<file path="src/rtl/display_bcd_formatter_pkg.sv">
// Shared encodings and field layout for the BCD display formatter.
// Also holds the helper that builds the display word.
package display_bcd_formatter_pkg;

   localparam logic [1:0] ST_IDLE   = 2'd0;
   localparam logic [1:0] ST_SHIFT  = 2'd1;
   localparam logic [1:0] ST_FINISH = 2'd2;

   localparam logic [3:0] SIGN_NEG = 4'hF;
   localparam logic [3:0] SIGN_POS = 4'h0;

   localparam int BCD_DIGITS = 10;
   localparam int BCD_W      = 4 * BCD_DIGITS;
   localparam int TAG_LSB    = 48;
   localparam int SIGN_LSB   = 40;
   localparam int CNT_W      = 6;

   // Display word: {tag, 4'h0, sign, bcd9..bcd0}
   function automatic logic [63:0] pack_word(input logic [15:0] tag_f,
                                             input logic [3:0] sign_f,
                                             input logic [BCD_W-1:0] bcd_f);
      logic [63:0] w;
      w = '0;
      w[TAG_LSB +: 16]  = tag_f;
      w[SIGN_LSB +: 4]  = sign_f;
      w[BCD_W-1:0]      = bcd_f;
      return w;
   endfunction

endpackage

</file>
<file path="src/rtl/display_bcd_formatter_add3.sv">
// Double-dabble correction for one BCD digit: add 3 when the digit is 5 or more.
// Instantiated once per digit by the formatter top.
module bcd_add3_digit (
   input  logic [3:0] digit_in,
   output logic [3:0] digit_out
);

   always_comb begin
      digit_out = digit_in;
      if (digit_in >= 4'd5) digit_out = digit_in + 4'd3;
   end

endmodule

</file>
<file path="src/rtl/display_bcd_formatter.sv">
// Binary to 10-digit BCD converter (sequential double-dabble) feeding the
// 16-digit dot-matrix driver; data_out only changes on a finished conversion.
//
// state     | meaning
// ST_IDLE   | waiting for start; captures value/tag on start
// ST_SHIFT  | WIDTH add-3/shift steps
// ST_FINISH | publish data_out, pulse done
module display_bcd_formatter
   import display_bcd_formatter_pkg::*;
#(
   parameter int WIDTH  = 32,
   parameter bit SIGNED = 1'b0
) (
   input  logic             clock_27mhz,
   input  logic             reset_b,
   input  logic             start,
   input  logic [WIDTH-1:0] value,
   input  logic [15:0]      tag,
   output logic             busy,
   output logic             done,
   output logic [63:0]      data_out
);

   logic [1:0]       state;
   logic [WIDTH-1:0] shift_q;
   logic [BCD_W-1:0] bcd_q;
   logic [BCD_W-1:0] bcd_adj;
   logic [CNT_W-1:0] cnt_q;
   logic [15:0]      tag_q;
   logic [3:0]       sign_q;
   logic             neg;
   logic [WIDTH:0]   val_ext;
   logic [WIDTH:0]   mag;

   // Negate in WIDTH+1 bits so the most-negative input keeps its full magnitude
   always_comb begin
      neg     = SIGNED && value[WIDTH-1];
      val_ext = {neg, value};
      mag     = neg ? (~val_ext + (WIDTH+1)'(1)) : val_ext;
   end

   for (genvar g = 0; g < BCD_DIGITS; g++) begin : g_digit
      bcd_add3_digit u_add3 (
         .digit_in  (bcd_q[4*g +: 4]),
         .digit_out (bcd_adj[4*g +: 4])
      );
   end

   always_ff @(posedge clock_27mhz or negedge reset_b) begin
      if (!reset_b) begin
         state    <= ST_IDLE;
         shift_q  <= '0;
         bcd_q    <= '0;
         cnt_q    <= '0;
         tag_q    <= '0;
         sign_q   <= '0;
         busy     <= 1'b0;
         done     <= 1'b0;
         data_out <= '0;
      end else begin
         done <= 1'b0;
         case (state)
            ST_IDLE: begin
               if (start) begin
                  shift_q <= mag[WIDTH-1:0];
                  bcd_q   <= '0;
                  cnt_q   <= CNT_W'(WIDTH-1);
                  tag_q   <= tag;
                  sign_q  <= neg ? SIGN_NEG : SIGN_POS;
                  busy    <= 1'b1;
                  state   <= ST_SHIFT;
               end
            end
            ST_SHIFT: begin
               bcd_q   <= {bcd_adj[BCD_W-2:0], shift_q[WIDTH-1]};
               shift_q <= shift_q << 1;
               if (cnt_q == '0) state <= ST_FINISH;
               else             cnt_q <= cnt_q - CNT_W'(1);
            end
            ST_FINISH: begin
               data_out <= pack_word(tag_q, sign_q, bcd_q);
               done     <= 1'b1;
               busy     <= 1'b0;
               state    <= ST_IDLE;
            end
            default: begin
               busy  <= 1'b0;
               state <= ST_IDLE;
            end
         endcase
      end
   end

endmodule
</file>
<file path="config.mk">
export PLATFORM = sky130hd
export DESIGN_NAME = display_bcd_formatter
export DESIGN_NICKNAME = d
export VERILOG_FILES = /design/src/rtl/display_bcd_formatter_pkg.sv /design/src/rtl/display_bcd_formatter_add3.sv /design/src/rtl/display_bcd_formatter.sv
export SDC_FILE = /design/constraint.sdc
export NUM_CORES = 1
export LEC_CHECK = 0
export BUFFER_PORTS_ARGS = -buffer_cell sky130_fd_sc_hd__buf_2
export CORE_ASPECT_RATIO = 2
export CORE_MARGIN = 4
export CORE_UTILIZATION = 45
export CTS_CLUSTER_DIAMETER = 30
export DETAILED_ROUTE_END_ITERATION = 10
export HOLD_SLACK_MARGIN = 0.06
export PLACE_DENSITY = 0.76
export SETUP_SLACK_MARGIN = 0.3
export SYNTH_ARGS = -nofsm -noshare
export SYNTH_HDL_FRONTEND = slang
export SYNTH_SLANG_ARGS = --single-unit
</file>
<file path="constraint.sdc">
create_clock -name clock_27mhz -period 1.75 [get_ports clock_27mhz]
set_input_delay 0.35 -clock clock_27mhz [delete_from_list [all_inputs] [get_ports clock_27mhz]]
set_output_delay 0.35 -clock clock_27mhz [all_outputs]
set_load 0.01 [all_outputs]
</file>
== After elaboration in Yosys (flattened, before gate mapping) ==
Index checks and enable logic that the tools add are counted.
Operators by class
  add/sub/neg operators: 11
  multiply operators: 0
  div/mod/pow operators: 0
  order comparisons: 10
  equal/unequal tests: 5
  shift-type cells: 0
  muxes and demuxes: 23
  bitwise logic cells: 1
  reductions and logical operators: 8
Operators with widths (number)
  one-hot mux 40 bit (2 select lines): 1
  one-hot mux 32 bit (2 select lines): 1
  greater-or-equal comparator 4 x 3 -> 1 bit (second input constant): 10
  two-way mux 40 bit: 1
  adder 4 x 2 -> 4 bit (second input constant): 9
  two-way mux 4 bit: 9
  two-way mux 32 bit: 1
  two-way mux 6 bit: 2
  one-hot mux 6 bit (2 select lines): 1
  AND reduction 2 bit: 4
  zero test 6 bit: 1
  inequality test 2 bit (second input constant): 3
  subtractor 6 x 1 -> 6 bit (second input constant): 1
  two-way mux 2 bit: 2
  one-hot mux 2 bit (2 select lines): 1
  adder 3 x 2 -> 3 bit (second input constant): 1
  two-way mux 3 bit: 1
  AND reduction 3 bit: 1
  equality test 2 x 1 -> 1 bit (second input constant): 1
  equality test 2 bit (second input constant): 1
  zero test 2 bit: 1
  two-way mux 1 bit: 2
  one-hot mux 1 bit (2 select lines): 1
  nonzero test 2 bit: 1
  NOT 1 bit: 1
Storage, ports and cells
  flip-flop bits (word level): 154
  bits in latches: 0
  RAM bits: 0
  memory bits (read-only): 0
  input bits: 51
  output and inout bits: 66
  logic and storage cells: 66
  memories kept: 0

== Logic depth before layout (Yosys ltp) ==
  word-level depth: 3
  mapped depth: 6
  mapped depth without buffers: 6

== Modules after synthesis ==
From an unflattened synthesis, not the netlist that was laid out.
Second synthesis, totals
  cells, all modules: 598
  area total of the unflattened synthesis: 7074.3 sq um
Modules (own cells, without submodules)
  display_bcd_formatter: instances 1, cells each 438, area an instance 6060.8 sq um, seq. area each 3853.7 sq um
  bcd_add3_digit: instances 10, cells each 16, area an instance 101.3 sq um, seq. area each 0.0 sq um

== Least setup slack after synthesis ==
Ideal clock, no wire load.
  path type: reg2reg
  start: reg cnt_q[0]
  end: reg cnt_q[5]
  library setup time: 0.125 ns
  arrival: 1.372 ns
  required time: 1.625 ns
  slack: 0.253 ns
  cell stages (with the launch flop): 7
  path buffers: 0
  clock period less this slack: 1.497 ns
  cells stage by stage: dfrtp_1 inv_1 ha_1 and4bb_1 a21oi_2 nand3_1 mux2_2
On the way
  word-level cells in the longest chain between the ends: 3
  elaborated cells on any way between the ends: 6
  classes of those cells: add/sub (1); eq/ne (1); mux (2); reduce/logical (2)
Ends and longest elaborated chain
  from (decl): RTL line display_bcd_formatter.sv:28  | logic [CNT_W-1:0] cnt_q;
  from (signal assigned): RTL line display_bcd_formatter.sv:67  | cnt_q <= CNT_W'(WIDTH-1);
  from (signal assigned): RTL line display_bcd_formatter.sv:78  | else cnt_q <= cnt_q - CNT_W'(1);
  subtractor 6 x 1 -> 6 bit or zero test 6 bit (tied branches): RTL line display_bcd_formatter.sv:78, display_bcd_formatter.sv:77
  two-way mux 6 bit or inequality test 2 bit (tied branches)
  one-hot mux 6 bit (2 select lines) or AND reduction 3 bit (tied branches)
Parallel ways exist; a longest one is shown, timed or not. The select of a mux whose other input is x is not followed.
A chain may end at the register's enable or synchronous reset.

== Worst setup path in the final report ==
Same ends and word-level chain as after synthesis.

==> metrics <==
status finished clean; worst-path maximum fanout 3; # setup viols final 0; RSZ-0062 raised after global routing true; port buffer count 108; VDD IR max roughly 0.89 mV; Max Clk Rate 0.6315 GHz; Power per Cell Area ~1600 nW/um^2; Worst Path Buf+Inv 1; cell area after synthesis 6885 um^2; Clock Skews 5.629 ps; via count about 5000; root buf cell clkbuf_16; ANT nets after route 0; Max clock buf depth 2; Starting Density 0.4622; R2R cell count 6; yosys warns 0; reg-to-reg startpoint cnt_q[0]; hold path start value[0]; DP HPWL roughly 11 mm; io pins around 120; largest net degree at the start of global routing 47; synth unique cells between 40 and 50; CTS sink cnt 154; average cell area after synthesis 11.63 um^2; RR Endpoint cnt_q[5]; vias in the first global route 5184; Initial DRT Pass Iterations 4; Die Footprint 17460 um^2; worst path cell trace inv_2 > ha_4 > and4bb_2 > a21oi_2 > nand3_1 > mux2_4; core area 14900 um^2; DRC viols 0; layout cell share with drive strength beyond 1 0.3824; Hold Path Depth 2; number of synthesized flops with an enable pin 0; post-placement setup slack 153.2 ps; Fin. Hold Viols 0; endpoint class of the critical path flip-flop; P_leak slightly above 0.004 uW; number of buffers created by CTS 17; CP delay by family, top flip-flops; initial DRC count 162; commonest non-fill, non-tap cell in the layout dfrtp_1; ratio of final minimum period to clock period 0.9048; most frequent cells in the layout dfrtp_1 (152), buf_2 (107), nand2_1 (70), o21ai_0 (57), mux2_2 (37); Synth Flop Type dfrtp_1; Worst Setup SP cnt_q[0]; synth-to-layout area growth 24.59%; Crit path depth 6; chip height 182.9 um; global-route wire length before repair 25.36 mm; # nets final 787; grt ovf 0; WP data required approximately 2100 ps; Min-Delay Path Class input port to flip-flop; Crit-path slowest cell dfrtp_1; minimum clock period approximately 1600 ps; Seq/Total Area, Yosys 0.5597; hold endpoint shift_q[0]; routability cong. a little under 0.8; critical path type flip-flop to flip-flop; Max Slew Vio Count 0; Worst EP arrival 1890 ps; Final TNS setup 0 ps; Max stage delay on crit path around 370 ps; Fill cells 1197; Tot GR Track Use 0.1868; vias per cell 5.421; wire per inst 17.11 um; CTS tree yes; row count 63; H-tree Lvls 4; Die W 95.47 um; setup ws final 166.6 ps; Clk pin slew, worst setup/hold paths 60 ps; clk_lat worst skew 420 ps; Synth area leaders dfrtp_1 (56%), mux2_2 (6.2%), o21ai_0 (4.1%); R2R Setup Slk ~170 ps; Worst setup SP type flip-flop; post-synth top area cell dfrtp_1; Antenna Cells 0; initial antenna violation count 0; flops & latches, synth 154; Routed WL 15.78 mm; Synth async-reset ratio 1.000; top-area cell type share of the netlist area 0.5597; max_cap viols 0; Post-Synthesis Cells 592
## cell type report
cell class / count / area, um^2 / share of cell area
flip-flops and latches: 154 / 3856 / 0.4495
multi-input cells: 378 / 2904 / 0.3385
repair buffers: 140 / 907.1 / 0.1057
clock buffers: 19 / 432.9 / 0.05047
well taps: 195 / 244.0 / 0.02844
clock inverters: 13 / 145.1 / 0.01692
inverters: 23 / 88.84 / 0.01036
## worst reg2reg max path: cells and delay by family (launching register included)
family,cells,cell delay [ps]
buf+inv,1,70
compound gates,1,180
fa+ha+maj,1,160
flops,1,370
mux,1,310
simple gates,2,370
## worst max path at each step
stage | endpoint | slack (ps)
final | cnt_q[5] | 170
after global placement | tag_q[3] | 210
after CTS | cnt_q[5] | 220
after floorplan | cnt_q[5] | 280
after detailed placement | cnt_q[5] | 150
after global routing | cnt_q[5] | 100
## cell families (layout without fill, tap and decap cells)
logic type               count (synthesis)  in the layout  synth area share
multiplexers                            54             54           0.09631
flip-flops                             154            154            0.5597
AND/OR/NAND/NOR                        116            116           0.07614
AO/OA/AOI/OAI                          159            159            0.1546
XOR/XNOR                                19             19           0.02417
adder cells (fa/ha/maj)                 22             22           0.03998
other                                    1              8         0.0005446
buffers and inverters                   67            195           0.04852
## through the flow
stage	instance area (um^2)	util	cells	power (uW)	hold WS (ps)
floorplan	6912	-	599	8457	54.41
global placement	7682	0.5157	875	9399	272.4
detailed placement	7682	0.5157	875	9733	275.3
CTS	8371	0.5619	912	13640	123.3
global route	8578	0.5758	922	14880	130.1
finish	8578	0.5758	922	13960	142.9
## sequential cells by signal (all words and copies together), names as in the netlist
register  count
done          1
state         2
shift_q      32
busy          1
data_out     56
bcd_q        40
cnt_q         6
tag_q        16
## metal layers
metal  vias up  GRT usage  part of all wire
li1       2343          -                 -
met3        43    0.03736             0.034
met1      2473     0.2100              0.37
met2       139     0.3266              0.55
met5         -          0                 0
met4         0    0.09806             0.040
## Yosys cell counts (2+ instances only)
cell type and number:
a31oi_1 6, a21oi_1 12, clkbuf_1 11, buf_6 3, a32o_1 10, o21ba_2 2, xor2_1 9, nand2_1 71
mux2_4 15, nor2b_1 3, o21ai_0 57, inv_1 22, and3_1 2, buf_4 9, o22ai_1 10, o31ai_1 10
xnor2_1 10, o311ai_0 10, nand2b_1 13, buf_2 21, a22oi_1 27, nor2_1 9, o32ai_1 9, mux2_2 38
dfrtp_1 154, nand3_1 12, ha_1 22
## timing repair
item                       4_1_cts  5_1_grt
pin swaps                        2       11
setup buffers                    4        9
hold buffers                     1        0
setup endpoints to repair       78       83
hold endpoints to repair        31        0
resized for setup               21       44
cloned                           0        1
## power breakdown
part | leakage, uW | switching [uW] | internal (uW)
Combinational | 0.00181 | 2410 | 2340
Clock | 0.000274 | 1490 | 2110
Sequential | 0.00202 | 962 | 4650
Total | 0.00411 | 4860 | 9100
Note: power is estimated with default switching activity, not from simulation.
